## src/rtl/adder_ctrl_pkg.sv

```systemverilog
`default_nettype none
// ============================================================================
//  Module      : adder_ctrl_pkg
//  Description : Shared types and helpers for the nibble-serial adder
//                sequencer (state encoding, slice width, nibble selector).
//  Revision    : 1.0 - initial release
// ============================================================================
package adder_ctrl_pkg;

  // Sequencer states
  typedef enum logic [1:0] {
    IDLE = 2'd0,
    RUN  = 2'd1,
    DONE = 2'd2
  } state_e;

  localparam int NIBBLE_W    = 4;
  localparam int MAX_NIBBLES = 8;
  localparam int MAX_W       = NIBBLE_W * MAX_NIBBLES;
  localparam int MAX_IDX_W   = 3;

  // Select nibble 'idx' of a vector zero-extended to the maximum width
  function automatic logic [NIBBLE_W-1:0] nib(input logic [MAX_W-1:0]     vec,
                                              input logic [MAX_IDX_W-1:0] idx);
    return vec[{idx, 2'b00} +: NIBBLE_W];
  endfunction

endpackage
`default_nettype wire

```

## src/rtl/four_bit_adder.sv

```systemverilog
`default_nettype none
// ============================================================================
//  Module      : four_bit_adder
//  Description : Combinational 4-bit adder with carry-in, carry-out and
//                two's-complement overflow (carry into MSB xor carry out).
//  Revision    : 1.0 - initial release
// ============================================================================
module four_bit_adder (
  input  logic [3:0] a,
  input  logic [3:0] b,
  input  logic       cin,
  output logic [3:0] y,
  output logic       cout,
  output logic       overfl
);

  logic [4:0] w_full;
  logic [3:0] w_low;

  // Full sum plus the 3-bit partial sum whose MSB is the carry into bit 3
  always_comb begin
    w_full = {1'b0, a} + {1'b0, b} + {4'b0000, cin};
    w_low  = {1'b0, a[2:0]} + {1'b0, b[2:0]} + {3'b000, cin};
    y      = w_full[3:0];
    cout   = w_full[4];
    overfl = w_low[3] ^ w_full[4];
  end

endmodule
`default_nettype wire

```

## src/rtl/nibble_serial_adder_ctrl.sv

```systemverilog
`default_nettype none
// ============================================================================
//  Module      : nibble_serial_adder_ctrl
//  Description : WIDTH-bit add/subtract performed one nibble per clock on a
//                single shared four_bit_adder, LSB nibble first, with the
//                carry chained through a register. Result is published with
//                a one-cycle done pulse.
//  Revision    : 1.0 - initial release
// ============================================================================
module nibble_serial_adder_ctrl
  import adder_ctrl_pkg::*;
#(
  parameter int NIBBLES = 4
) (
  input  logic                          clk,
  input  logic                          rst_n,
  input  logic                          start,
  input  logic                          sub,
  input  logic [NIBBLES*NIBBLE_W-1:0]   in_a,
  input  logic [NIBBLES*NIBBLE_W-1:0]   in_b,
  input  logic                          cin,
  output logic                          busy,
  output logic                          done,
  output logic [NIBBLES*NIBBLE_W-1:0]   sum,
  output logic                          cout,
  output logic                          overfl
);

  localparam int WIDTH = NIBBLES * NIBBLE_W;
  localparam int IDX_W = (NIBBLES > 1) ? $clog2(NIBBLES) : 1;
  localparam logic [IDX_W-1:0] LAST_IDX = IDX_W'(NIBBLES - 1);

  state_e               state_q;
  logic [WIDTH-1:0]     a_q;
  logic [WIDTH-1:0]     b_q;
  logic [WIDTH-1:0]     work_q;
  logic [WIDTH-1:0]     sum_q;
  logic [IDX_W-1:0]     idx_q;
  logic                 carry_q;
  logic                 done_q;
  logic                 cout_q;
  logic                 overfl_q;

  logic [MAX_W-1:0]     w_a_ext;
  logic [MAX_W-1:0]     w_b_ext;
  logic [MAX_IDX_W-1:0] w_idx_ext;
  logic [NIBBLE_W-1:0]  w_add_a;
  logic [NIBBLE_W-1:0]  w_add_b;
  logic [NIBBLE_W-1:0]  w_add_y;
  logic                 w_add_cout;
  logic                 w_add_ovf;
  logic [WIDTH-1:0]     sum_d;

  // Present the current operand nibbles to the shared adder
  always_comb begin
    w_a_ext                   = '0;
    w_a_ext[WIDTH-1:0]        = a_q;
    w_b_ext                   = '0;
    w_b_ext[WIDTH-1:0]        = b_q;
    w_idx_ext                 = '0;
    w_idx_ext[IDX_W-1:0]      = idx_q;
    w_add_a                   = nib(w_a_ext, w_idx_ext);
    w_add_b                   = nib(w_b_ext, w_idx_ext);
  end

  four_bit_adder u_adder (
    .a      (w_add_a),
    .b      (w_add_b),
    .cin    (carry_q),
    .y      (w_add_y),
    .cout   (w_add_cout),
    .overfl (w_add_ovf)
  );

  // Final result: the MSB nibble straight from the adder over the lower work nibbles
  always_comb begin
    sum_d                       = work_q;
    sum_d[WIDTH-1 -: NIBBLE_W]  = w_add_y;
  end

  // Sequencer: capture operands, step one nibble per edge, publish result
  always_ff @(posedge clk or negedge rst_n) begin
    if (!rst_n) begin
      state_q  <= IDLE;
      a_q      <= '0;
      b_q      <= '0;
      work_q   <= '0;
      sum_q    <= '0;
      idx_q    <= '0;
      carry_q  <= 1'b0;
      done_q   <= 1'b0;
      cout_q   <= 1'b0;
      overfl_q <= 1'b0;
    end else begin
      done_q <= 1'b0;
      unique case (state_q)
        IDLE: begin
          if (start) begin
            // Subtraction is a + ~b + 1, so invert B and force the carry
            a_q     <= in_a;
            b_q     <= sub ? ~in_b : in_b;
            carry_q <= sub ? 1'b1 : cin;
            idx_q   <= '0;
            work_q  <= '0;
            state_q <= RUN;
          end
        end
        RUN: begin
          for (int n = 0; n < NIBBLES; n++) begin
            if (idx_q == IDX_W'(n)) begin
              work_q[n*NIBBLE_W +: NIBBLE_W] <= w_add_y;
            end
          end
          carry_q <= w_add_cout;
          if (idx_q == LAST_IDX) begin
            sum_q    <= sum_d;
            cout_q   <= w_add_cout;
            overfl_q <= w_add_ovf;
            done_q   <= 1'b1;
            idx_q    <= '0;
            state_q  <= DONE;
          end else begin
            idx_q <= idx_q + 1'b1;
          end
        end
        DONE: begin
          state_q <= IDLE;
        end
        default: begin
          state_q <= IDLE;
        end
      endcase
    end
  end

  assign busy   = (state_q != IDLE);
  assign done   = done_q;
  assign sum    = sum_q;
  assign cout   = cout_q;
  assign overfl = overfl_q;

endmodule
`default_nettype wire
```

## config.mk

```make
export PLATFORM = sky130hd
export DESIGN_NAME = nibble_serial_adder_ctrl
export DESIGN_NICKNAME = d
export VERILOG_FILES = /design/src/rtl/adder_ctrl_pkg.sv /design/src/rtl/four_bit_adder.sv /design/src/rtl/nibble_serial_adder_ctrl.sv
export SDC_FILE = /design/constraint.sdc
export NUM_CORES = 1
export LEC_CHECK = 0
export ABC_AREA = 1
export CORE_MARGIN = 5
export CORE_UTILIZATION = 35
export DETAILED_ROUTE_END_ITERATION = 7
export SYNTH_ARGS = -nofsm -noshare
export SYNTH_HDL_FRONTEND = slang
export SYNTH_SLANG_ARGS = --single-unit
```

## constraint.sdc

```tcl
create_clock -name clk -period 2.3 [get_ports clk]
set_input_delay 0.23 -clock clk [delete_from_list [all_inputs] [get_ports clk]]
set_output_delay 0.23 -clock clk [all_outputs]
set_load 0.01 [all_outputs]
```

==> results.txt <==
----------------------------------------------------
[Place]
  Final Wtd Congestion ... around 0.84
  Standard cell area after detailed placement ... ~4000 um^2
  Worst slack, placed ... -7.502 ps
  PortBufs ... 56
  Detailed-placement wirelength estimate ... between 5000 and 6000 um

[Yosys]
  Netlist Area Pre-Place ... between 3000 and 4000 um^2
  Synthesized flop and latch total ... 68
  Ys Warns ... 0
  Synth Area in Adders ... 3.929%
  Count of mapped cells out of synthesis ... 370
  Main combinational cell family by area after synthesis ... simple AND/OR/NAND/NOR gates
  Fraction of synthesized cell area in xor and xnor cells ... ~4.6%
  Synth top area share ... 52.39%
  Sequential area share after synthesis ... a little over half
  Post-synthesis mux area share ... 0%
  Synthesized area per cell ... around 8.8 um^2
  Top post-synthesis cells by area ... sky130_fd_sc_hd__dfrtp_1, sky130_fd_sc_hd__nand2_1, sky130_fd_sc_hd__o21ai_0, sky130_fd_sc_hd__xnor2_1, sky130_fd_sc_hd__ha_1
  Largest area contributor in the netlist ... sky130_fd_sc_hd__dfrtp_1
  Area share of and/or/nand/nor cells after synthesis ... 22.92%
  Fraction of the mapped netlist area in compound gates ... 9.938%
  Mapped Nets ... 416
  Cell variety after synth ... 28

[Power]
  Cell leakage power ... 2.021 nW
  Total power per unit cell area ... between 1000 and 1500 nW/um^2
  Total power of the final layout ... 6.237 mW
  Worst voltage drop across the vdd grid ... 666.0 uV

[Drt]
  Number of detailed-route iterations in the first pass ... 4
  Vias per cell ... roughly 4.6
  Drt first-iter violations ... 75
  Post-detailed-route count of antenna-violating nets ... 0
  Detail-routed net length per standard cell ... 12.41 um
  Wire length after detailed routing ... approximately 6900 um
  Vias post-DR ... between 2000 and 3000
  Post-route DRC violation count ... 0

[Worst hold path]
  Hold crit path type ... in2async

[Timing]
  Hold violation count in the final report ... 0
  Finish-stage setup viols ... 0
  Final worst hold slack ... 410.4 ps
  Max Fclk ... 456.7 MHz
  Pins over their slew limit ... 0
  Slew headroom ... 62.18%
  Post-route setup TNS ... 0 ps
  Final setup skew ... 5.780 ps
  Post-layout minimum cycle time ... 2190 ps
  Portion of the clock cycle consumed by the worst path in the final layout ... 95.20%
  Final setup slack of the worst path ... 110.3 ps
  Worst slew pin tran ... ~570 ps

[Floorplan]
  Die X ... 106.3 um
  Overall die height ... 106.3 um
  Area of the core region ... 9153 um^2
  Floorplan die area ... 11310 um^2
  Row count ... 35
  Count of pins on the block boundary ... 57
  Initial Utilization ... 35.49%

[Finish]
  Number of nets at the end of the flow ... 486
  Fraction of final layout cells with drive strength greater than 1 ... 12.19%
  Final std cell area, no fill ... 4189 um^2
  Diode insertion count for antenna repair ... 0
  Area growth from synthesis to final layout ... 28.97%

[Worst setup path]
  Worst path cell trace ... dlymetal6s2s_1 -> nor2_1 -> o22ai_1 -> fa_2 -> inv_1 -> fa_1 -> or2_1 -> o21ai_1
  Critical path data arrival time ... 2450 ps
  Start point of the critical path ... idx_q[0]$_DFFE_PN0P_
  RR Startpoint ... idx_q[0]$_DFFE_PN0P_
  Worst r2r path cells ... 8
  Worst path bufs/invs ... 2
  RR Endpoint ... work_q[9]$_DFFE_PN0P_
  Cell family with most CP delay ... adder cells
  Reg-to-reg slack, setup ... 110 ps
  Sort of element at the start of the critical path ... flop
  Endpoint kind of the worst setup timing path ... flop
  Worst path required time ... around 2600 ps
  Class of the most critical setup path ... reg2reg
  Critical path's largest stage delay ... 440 ps
  Slowest cell on the critical path ... sky130_fd_sc_hd__dfrtp_2
  Maximum fanout along the worst path ... 6

[Clock tree]
  Inserted Clock Buffers ... 9
  Deepest clock path buffer count ... 2
  Clock latency on the worst-skew pair ... 340 ps
  Total number of H-tree levels ... 3
  TritonCTS clock tree ... built
  Clock transition at path regs ... approximately 70 ps
  Clk sinks ... 68
  Clk Tree Root Cell ... sky130_fd_sc_hd__clkbuf_8

[Global routing]
  Gr usage total ... 12.70%
  First-pass GRT wire length ... ~11000 um
  Pin count of the biggest net entering global routing ... 30
  Vias in the first global route ... 2425
  Initial antenna violation count ... 0
  Total congestion overflow after global routing ... 0

[Run]
  Max-cap violations ... 0

[Outcome]
  Run status ... finished clean

----------------------------------------------------
==> sequential cells by signal (all words and copies together), names as in the netlist <==
register,flops
a_q,16
b_q,16
carry_q,1
cout,1
done,1
idx_q,2
overfl,1
state_q,2
sum,16
work_q,12
==> logic make-up (layout without fill, tap and decap cells) <==
| family | after synthesis | in the layout |
|---|---|---|
| adders and majority gates | 9 | 9 |
| AOI/OAI and AO/OA | 57 | 57 |
| buffers and inverters | 39 | 112 |
| DFF | 68 | 68 |
| xor gates and xnor gates | 17 | 17 |
| and+or+nand+nor | 180 | 180 |
==> final cells by class <==
| class | count | area [um^2] |
|---|---|---|
| multi-input cells | 263 | 1353 |
| well taps | 111 | 138.9 |
| clock buffers | 12 | 155.1 |
| repair buffers | 74 | 710.7 |
| clock inverters | 2 | 35.03 |
| flip-flops and latches | 68 | 1704 |
| inverters | 24 | 92.59 |
| fillers | 927 | 4964 |
==> through the flow <==
step	cells	utilization [%]
2_1_floorplan	370	-
3_3_place_gp	536	43.19
3_5_place_dp	536	43.19
4_1_cts	551	45.39
5_1_grt	554	45.77
6_report	554	45.77
==> worst register-to-register path, delay by kind of cell (launching register included) <==
kind / cells / cell delay [ps]
AO/OA/AOI/OAI: 2 / 250
flip-flops: 1 / 440
AND/OR/NAND/NOR: 2 / 380
buffers and inverters: 2 / 270
adder cells (fa/ha/maj): 2 / 780
==> power by group <==
part	internal, mW	switching, mW
registers	1.74	0.319
clock network	0.547	0.415
logic	1.41	1.81
==> per-layer routing <==
metal	part of all wire [%]	wire [um]	GRT usage, %
met4	2.2	148	5.365
met1	46	3160	15.74
met3	5.2	359	4.311
met2	47	3208	20.18
met5	0	0	0
==> what timing repair did <==
item,4_1_cts,5_1_grt
setup endpoints to repair,3,9
hold endpoints to repair,20,0
setup buffers,0,3
resized for setup,1,5
hold buffers,1,0
==> layout by cell type, fill, tap and decap left out, drive strengths merged <==
cell type | Yosys | routed
nand2 | 146 | 146
dfrtp | 68 | 68
clkdlybuf4s50 | 0 | 55
o21ai | 49 | 49
inv | 23 | 23
buf | 14 | 17
xnor2 | 16 | 16
nor2 | 16 | 16
nand3 | 14 | 14
clkbuf | 1 | 12
ha | 7 | 7
o22ai | 6 | 6
and2 | 2 | 2
a21oi | 2 | 2
clkinv | 1 | 2
or2 | 2 | 2
fa | 2 | 2
xor2 | 1 | 1
bufinv | 0 | 1
dlygate4sd3 | 0 | 1
dlymetal6s2s | 0 | 1
==> worst max-delay path by stage <==
stage,slack [ps],to,cells after the start
5_1_grt,-2,work_q[9]$_DFFE_PN0P_,8
4_1_cts,20,overfl$_DFFE_PN0P_,10
6_report,110,work_q[9]$_DFFE_PN0P_,8
3_5_place_dp,-8,work_q[9]$_DFFE_PN0P_,8
3_3_place_gp,120,overfl$_DFFE_PN0P_,10
2_1_floorplan,10,overfl$_DFFE_PN0P_,12
==> synthesized netlist by cell type, drive strengths merged <==
master	count
clkbuf	1
ha	7
inv	23
fa	2
dfrtp	68
clkinv	1
nor2	16
o21ai	49
xnor2	16
xor2	1
a21oi	2
or2	2
buf	14
and2	2
nand3	14
o22ai	6
nand2	146
(Power assumes the default switching activity.)
